`src/rtl/cast_output_stage.sv`:
```
`default_nettype none

`ifndef CAST_ROUTER_BUFFER_DEPTH_LOG
`define CAST_ROUTER_BUFFER_DEPTH_LOG 4
`endif
`ifndef DW
`define DW 34
`endif

// ============================================================================
// Module   : cast_output_stage
// Brief    : Cast router output port: 2-entry skid buffer, credit-based
//            downstream flow control and output-VC busy tracking.
// Revision : 1.0 - initial release
// ============================================================================
module cast_output_stage #(
    parameter int x_pos   = 0,
    parameter int y_pos   = 0,
    parameter int CREDITS = 2 ** `CAST_ROUTER_BUFFER_DEPTH_LOG,
    parameter int CW      = $clog2(CREDITS + 1)
) (
    input  logic           clk,
    input  logic           rstn,
    input  logic           valid_i,
    input  logic [`DW-1:0] data_i,
    output logic           ready_o,
    output logic           valid_o,
    output logic [`DW-1:0] data_o,
    input  logic           ready_i,
    input  logic           credit_i,
    input  logic           vc_alloc_i,
    output logic           vc_free_o,
    output logic [CW-1:0]  credit_cnt_o
);

    localparam logic [CW-1:0] c_cnt_max = CW'(CREDITS);
    localparam logic [CW-1:0] c_cnt_one = CW'(1);

    typedef enum logic [0:0] {
        VC_FREE = 1'b0,
        VC_BUSY = 1'b1
    } vc_state_t;

    vc_state_t      r_vc_state;
    vc_state_t      w_vc_state_next;

    logic           r_v0;
    logic           r_v1;
    logic [`DW-1:0] r_d0;
    logic [`DW-1:0] r_d1;
    logic           r_ready;
    logic [CW-1:0]  r_cnt;

    logic           w_v0_next;
    logic           w_v1_next;
    logic [`DW-1:0] w_d0_next;
    logic [`DW-1:0] w_d1_next;
    logic [CW-1:0]  w_cnt_next;

    logic           w_fire;
    logic           w_accept;
    logic           w_tail_fire;
    logic           w_head_in;

    assign valid_o      = r_v0 && (r_cnt != '0);
    assign data_o       = r_d0;
    assign ready_o      = r_ready;
    assign credit_cnt_o = r_cnt;

    assign w_fire      = valid_o && ready_i;
    assign w_accept    = valid_i && r_ready;
    // Tail (10) and single (11) both have the upper type bit set.
    assign w_tail_fire = w_fire && r_d0[`DW-1];
    assign w_head_in   = w_accept && (data_i[`DW-1] == data_i[`DW-2]);

    // ready_o only rises when entry1 is empty, so an accepted flit never sees a full buffer.
    always_comb begin
        w_v0_next = r_v0;
        w_v1_next = r_v1;
        w_d0_next = r_d0;
        w_d1_next = r_d1;
        if (w_fire) begin
            if (r_v1) begin
                w_d0_next = r_d1;
                w_v1_next = 1'b0;
            end else if (w_accept) begin
                w_d0_next = data_i;
            end else begin
                w_v0_next = 1'b0;
            end
        end else if (w_accept) begin
            if (!r_v0) begin
                w_v0_next = 1'b1;
                w_d0_next = data_i;
            end else begin
                w_v1_next = 1'b1;
                w_d1_next = data_i;
            end
        end
    end

    always_ff @(posedge clk or negedge rstn) begin
        if (!rstn) begin
            r_v0    <= 1'b0;
            r_v1    <= 1'b0;
            r_d0    <= '0;
            r_d1    <= '0;
            r_ready <= 1'b0;
        end else begin
            r_v0    <= w_v0_next;
            r_v1    <= w_v1_next;
            r_d0    <= w_d0_next;
            r_d1    <= w_d1_next;
            r_ready <= !w_v1_next;
        end
    end

    always_comb begin
        w_cnt_next = r_cnt;
        if (w_fire && !credit_i) begin
            w_cnt_next = r_cnt - c_cnt_one;
        end else if (!w_fire && credit_i && (r_cnt != c_cnt_max)) begin
            w_cnt_next = r_cnt + c_cnt_one;
        end
    end

    always_ff @(posedge clk or negedge rstn) begin
        if (!rstn) begin
            r_cnt <= c_cnt_max;
        end else begin
            r_cnt <= w_cnt_next;
        end
    end

    always_ff @(posedge clk or negedge rstn) begin
        if (!rstn) begin
            r_vc_state <= VC_FREE;
        end else begin
            r_vc_state <= w_vc_state_next;
        end
    end

    // A new grant coinciding with the tail leaving keeps the VC busy for the next packet.
    always_comb begin
        w_vc_state_next = r_vc_state;
        vc_free_o       = 1'b0;
        case (r_vc_state)
            VC_FREE: begin
                vc_free_o = 1'b1;
                if (vc_alloc_i) begin
                    w_vc_state_next = VC_BUSY;
                end
            end
            VC_BUSY: begin
                if (w_tail_fire && !vc_alloc_i) begin
                    w_vc_state_next = VC_FREE;
                end
            end
            default: begin
                w_vc_state_next = VC_FREE;
            end
        endcase
    end

`ifndef SYNTHESIS
    always @(posedge clk) begin
        if (rstn) begin
            assert (!(credit_i && !w_fire && (r_cnt == c_cnt_max)))
                else $error("cast_output_stage(%0d,%0d): credit returned with counter full", x_pos, y_pos);
            assert (!(vc_alloc_i && (r_vc_state == VC_BUSY) && !w_tail_fire))
                else $error("cast_output_stage(%0d,%0d): VC granted while busy", x_pos, y_pos);
            assert (!(w_head_in && (r_vc_state == VC_FREE) && !vc_alloc_i))
                else $error("cast_output_stage(%0d,%0d): head flit on unallocated VC", x_pos, y_pos);
        end
    end
`endif

endmodule

`default_nettype wire

```
`config.mk`:
```
export PLATFORM = sky130hd
export DESIGN_NAME = cast_output_stage
export DESIGN_NICKNAME = d
export VERILOG_FILES = /design/src/rtl/cast_output_stage.sv
export SDC_FILE = /design/constraint.sdc
export NUM_CORES = 1
export LEC_CHECK = 0
export ABC_CLOCK_PERIOD_IN_PS = 3610
export CELL_PAD_IN_SITES_DETAIL_PLACEMENT = 1
export CELL_PAD_IN_SITES_GLOBAL_PLACEMENT = 1
export CORE_ASPECT_RATIO = 1.5
export CORE_MARGIN = 10
export CORE_UTILIZATION = 41
export DETAILED_ROUTE_END_ITERATION = 12
export PLACE_DENSITY_LB_ADDON = 0.1
export SETUP_SLACK_MARGIN = 0.3
export SLEW_MARGIN = 30
export SYNTH_ARGS = -nofsm -noshare
export SYNTH_HDL_FRONTEND = slang
export SYNTH_SLANG_ARGS = --single-unit
```
`constraint.sdc`:
```
create_clock -name clk -period 3.61 [get_ports clk]
set_clock_uncertainty 0.15 [all_clocks]
set_input_delay 0.361 -clock clk [delete_from_list [all_inputs] [get_ports clk]]
set_output_delay 0.361 -clock clk [all_outputs]
set_load 0.01 [all_outputs]
```
==> out/qor.csv, run 1 <==
metric,value,unit
max_stage_delay,0.60,ns
async_flop_share,100,%
antenna_cells,0,
status,finished clean,
cellPowerDensity,889,nW/um^2
h-tree-depth,3,
start_kind,flip-flop,
grt_busiest_layer,met2,
p_total,4.40,mW
yosysMostFrequentCell,dfrtp_1,
multiInputGateArea,1730,sq um
ys_warn_count,0,
synthTopCellsByCount,"76 x dfrtp_1, 69 x mux2_2, 30 x mux2_4",
yosys_most_used_dff,dfrtp_1,
nFillCells,890,
path_buf_inv,0,
crit_family,simple AND/OR/NAND/NOR gates,
post_drt_wl_per_cell,19.1,um
period_needed,2.99,ns
syn_area,3760,sq um
syn_inst,254,
ys_ff_latch,77,
die_area,13500,sq um
first_global_vias,2708,
gr-usage-met1,14.8,%
syn2layout_area_growth,31.5,%
syn_nets,297,
end_kind,flip-flop,
rsz0062_at_grt,no,
grtUsageMet3,4.76,%
grt_pass1_wl,14.3,mm
layout-drive-gt1-share,37.8,%
die_y,137,um
rrSetupSlack,0.62,ns
timing.setup.tns,0,ns
setup_viol,0,
power_leakage,2.14,nW
postSynthAreaPerCell,14.8,sq um
path_depth,9,
core,8880,sq um
r2r-end,credit_cnt_o[2],
die_width,98.2,um
clock_latency,0.32,ns
rows,42,
drtAntennaViolNets,0,
worstPathMaxFanout,10,
crit_top_cell,xor2_1,
cts_tree,done,
ys_seq_area_share,51.2,%
drc_errors,0,
post-synth-top-area-fraction,50.5,%
io_pins,82,
finalWeightedCongestion,0.792,
worst_slew_margin_rel,53.1,%
whs,0.337,ns
clockBufferDepth,2,
worst_slew_pin_slew,0.704,ns
required,3.69,ns
path_class,flip-flop to flip-flop,
viasPerCell,5.18,
hold_viol,0,
use_met2,22.5,%
synth-edff-count,0,
peakVddDrop,0.387,mV
cap_viol_max_count,0,
stdcell_count,451,
numCtsBuffers,9,
clk_pin_slew,0.06,ns
r2r_start,credit_cnt_o[1],
synthTopCellsByArea,"dfrtp_1 51%, mux2_2 21%, mux2_4 12%",
synth_cell_type_count,48,
hold_path_class,flip-flop to flip-flop,
cp-endpoint,credit_cnt_o[2],
synth_top_area_cell,dfrtp_1,
grt_overflow,0,
gr-usage-all-layers,13.2,%
finalWirelength,8.62,mm
drtIter0Drc,91,
fmax,335,MHz
rr_worst_depth,9,
ff_latch_area,1930,sq um
clock-root-buffer,clkbuf_16,
crit_slowest_cell,or4_1,
timing.final.crit_share,82.7,%
start_util,42.4,%
dp_hpwl,6.03,mm
crit_arrival,3.07,ns
placedCellCount,435,
port_buffers,81,
fin_nets,380,
clock_sinks,77,
first_pass_iters,4,
startpoint,credit_cnt_o[1],
crit_chain,or4_1 -> o21ai_2 -> nor2_1 -> xor2_1 -> ha_1 -> nor2b_1 -> a22oi_1 -> a2111oi_2 -> xor2_1,
antenna_found_initial,0,
finalMaxSlewViolations,0,
grt_max_degree,78,
num_vias,2336,
## power by group
group / switching (mW) / internal, mW / total, mW
combinational: 0.707 / 1.20 / 1.91
sequential: 0.318 / 1.32 / 1.63
clock: 0.328 / 0.528 / 0.856
## what timing repair did
item / CTS / global route
setup endpoints to repair: 0 / 2
hold buffers: 1 / 0
resized for setup: 0 / 2
setup buffers: 0 / 0
endpoints found under the hold margin: 76 / 0
## through the flow
step | utilization (%) | instance area [sq um] | worst slack, ns
4_1_cts | 55.6 | 4940 | 0.376
2_1_floorplan | - | 3760 | 0.532
3_3_place_gp | 52.3 | 4650 | 0.453
5_1_grt | 55.7 | 4950 | 0.355
3_5_place_dp | 52.4 | 4650 | 0.332
6_report | 55.7 | 4950 | 0.625
## worst reg2reg max path, cell delays in order (launching register included)
cell and delay, ns:
dfrtp_1 0.50, or4_1 0.60, o21ai_2 0.23, nor2_1 0.10
xor2_1 0.17, ha_1 0.28, nor2b_1 0.17, a22oi_1 0.09
a2111oi_2 0.41, xor2_1 0.19
## worst min path at each step
stage	startpoint	end	slack, ns	cells after the start
finish	data_o[9]	data_o[9]	0.34	1
global route	r_d1[33]	r_d1[33]	0.36	1
CTS	data_o[9]	data_o[9]	0.35	1
detailed placement	rstn	data_o[28]	0.30	1
global placement	data_o[17]	data_o[17]	0.32	1
floorplan	rstn	credit_cnt_o[0]	-0.08	0
## state kept, by name (all words and copies together), names as in the netlist
register	cells
data_o	34
r_v1	1
credit_cnt_o	5
r_vc_state	1
r_v0	1
r_d1	34
ready_o	1
## kinds of logic after synthesis
kind of cell             after synthesis  synth area share, %
AO/OA/AOI/OAI                         22                 5.25
AND/OR/NAND/NOR                       26                 4.39
adder cells (fa/ha/maj)                3                0.998
XOR/XNOR                               4                0.931
multiplexers                         104                 34.1
flip-flops                            77                 51.2
buffers and inverters                 18                 3.13
## layout make-up
cell class	instances	share of cell area [%]
timing repair buffer	87	17.4
clock inverter	5	1.06
multi-input combinational	159	34.9
clock buffer	10	4.63
tap	110	2.78
sequential	77	39.0
inverter	3	0.228
## routing by layer
| metal | vias up | wire (um) | share of wire (%) |
|---|---|---|---|
| li1 | 1088 | - | - |
| met1 | 1199 | 3550 | 41 |
| met2 | 47 | 4500 | 52 |
| met3 | 2 | 514 | 6.0 |
| met4 | 0 | 52 | 0.60 |
| met5 | - | 0 | 0 |
## cell usage in the layout, fill, tap and decap left out, types with 3 or more instances in the layout
cell | synthesis | layout
mux2_2 | 69 | 69
nand2_1 | 6 | 6
ha_1 | 3 | 3
mux2_4 | 30 | 30
o21ai_0 | 4 | 3
clkinv_2 | 0 | 3
dfrtp_1 | 76 | 76
nor2_1 | 4 | 4
clkdlybuf4s50_1 | 0 | 80
mux2_1 | 3 | 3
xor2_1 | 3 | 3
clkbuf_16 | 0 | 9
buf_4 | 4 | 5
inv_1 | 3 | 3
Power figures use the tool's default switching activity.
==> run 2, diff against run 1 <==
- ABC_CLOCK_PERIOD_IN_PS: 3610 -> 3100
- clock period: 3.61 -> 3.1 ns (I/O delays scaled with it)
==> out/qor.csv, run 2 (synthesis gave the netlist of run 1 again) <==
metric,value,unit,change
timing.final.crit_share,86.8,%,+4.1 points
io_pins,82,,unchanged
post_drt_wl_per_cell,19.2,um,+0.30%
period_needed,2.69,ns,-0.295 ns
cts_tree,done,,
path_buf_inv,0,,unchanged
rows,42,,unchanged
start_util,42.4,%,unchanged
num_vias,2404,,+2.9%
worstPathMaxFanout,6,,-4
viasPerCell,5.21,,+0.68%
crit_family,compound AO/OA/AOI/OAI gates,,
grt_pass1_wl,14.4,mm,+0.82%
dp_hpwl,6.13,mm,+1.6%
antenna_found_initial,0,,unchanged
layout-drive-gt1-share,40.7,%,+2.9 points
final_common_cell,clkdlybuf4s50_1,,
max_stage_delay,0.52,ns,-0.08 ns
cellPowerDensity,1060,nW/um^2,+19%
h-tree-depth,3,,unchanged
clk_pin_slew,0.06,ns,about the same
stdcell_count,461,,+2.2%
timing.setup.tns,0,ns,unchanged
numCtsBuffers,9,,unchanged
port_buffers,81,,unchanged
path_class,flip-flop to flip-flop,,
status,finished clean,,
peakVddDrop,0.575,mV,+49%
worst_slew_margin_rel,52.3,%,-0.78 points
clock_sinks,77,,unchanged
drtIter0Drc,80,,-12%
worst_slew_pin_slew,0.715,ns,+0.0117 ns
crit_slowest_cell,or4_4,,
core,8880,sq um,unchanged
crit_top_cell,xor2_1,,
finalWirelength,8.83,mm,+2.5%
clockBufferDepth,2,,unchanged
die_area,13500,sq um,unchanged
fin_nets,389,,+2.4%
crit_chain,or4_4 -> o21ai_4 -> nor2_1 -> xor2_1 -> ha_2 -> a2111o_1 -> a2111oi_4 -> xor2_1,,
crit_arrival,2.79,ns,-0.28 ns
die_y,137,um,unchanged
rrSetupSlack,0.41,ns,-0.21 ns
end_kind,flip-flop,,
clock_latency,0.33,ns,about the same
antenna_cells,0,,unchanged
setup_viol,0,,unchanged
finalWeightedCongestion,0.775,,-2.1%
hold_path_class,flip-flop to flip-flop,,
drc_errors,0,,unchanged
syn2layout_area_growth,35.7,%,
die_width,98.2,um,unchanged
fmax,372,MHz,+11%
clock-root-buffer,clkbuf_16,,
first_pass_iters,2,,-2
grt_overflow,0,,unchanged
dpl_cell_area,4730,sq um,+1.7%
hold_viol,0,,unchanged
start_kind,flip-flop,,
rsz0062_at_grt,no,,
final_area,5110,sq um,+3.2%
finalMaxSlewViolations,0,,unchanged
drtAntennaViolNets,0,,unchanged
power_leakage,2.21,nW,+3.3%
required,3.20,ns,-0.49 ns
placedCellCount,442,,+1.6%
final_cell_mix,"80 x clkdlybuf4s50_1, 75 x dfrtp_1, 69 x mux2_2",,
grt_max_degree,78,,unchanged
cap_viol_max_count,0,,unchanged
whs,0.341,ns,+0.00428 ns
first_global_vias,2816,,+4.0%
post-route-util,57.5,%,+1.8 points
gr-usage-all-layers,13.3,%,+0.094 points
-- run 2: final cells by class --
| class | instances | area (sq um) |
|---|---|---|
| flip-flops and latches | 77 | 1930 |
| clock buffers | 11 | 253 |
| inverters | 3 | 11.3 |
| multi-input cells | 159 | 1750 |
| clock inverters | 5 | 81.3 |
| well taps | 110 | 138 |
| fillers | 874 | 3770 |
| repair buffers | 96 | 940 |
-- run 2: per-stage QoR --
stage	power, mW	setup WS (ns)
3_5_place_dp	4.27	0.221
5_1_grt	5.77	0.301
4_1_cts	5.48	0.329
3_3_place_gp	4.19	0.286
6_report	5.41	0.410
2_1_floorplan	3.25	0.281
-- run 2: what timing repair did --
item | 4_1_cts | 5_1_grt
setup buffers | 0 | 2
endpoints found under the hold margin | 76 | 0
pin swaps | 0 | 3
gates resized for setup | 1 | 2
cloned | 0 | 0
endpoints found under the setup margin | 1 | 1
hold buffers | 1 | 0
-- run 2: worst paths after layout --
check / depth (start not counted) / endpoint / startpoint
min in group asynchronous: 2 / r_d1[27] / rstn
max in group asynchronous: 2 / credit_cnt_o[3] / rstn
setup / recovery: 8 / credit_cnt_o[2] / credit_cnt_o[3]
hold / removal: 1 / data_o[9] / data_o[9]
hold reg to reg: 1 / data_o[9] / data_o[9]
setup reg to reg: 8 / credit_cnt_o[2] / credit_cnt_o[3]
-- run 2: routing by layer --
metal,global-route usage [%],routed length (um),up-vias
met3,4.66,461,10
met2,23.7,4650,50
met5,0,0,-
li1,-,-,1107
met4,4.31,104,0
met1,14.5,3610,1237
-- run 2: worst reg2reg max path: stages, from the launching register on --
cell and delay [ns]:
dfrtp_2 0.42, or4_4 0.52, o21ai_4 0.17, nor2_1 0.08, xor2_1 0.16, ha_2 0.23
a2111o_1 0.33, a2111oi_4 0.36, xor2_1 0.18
-- run 2: power by group --
| part | switching (mW) | internal (mW) |
|---|---|---|
| clock network | 0.413 | 0.750 |
| logic | 0.917 | 1.48 |
| registers | 0.317 | 1.53 |
| total | 1.65 | 3.76 |
==> run 3, diff against run 2 <==
- CAP_MARGIN: not set -> 20
==> results of run 3 <==
No change in the layout: final DEF, timing and power equal those of run 2.
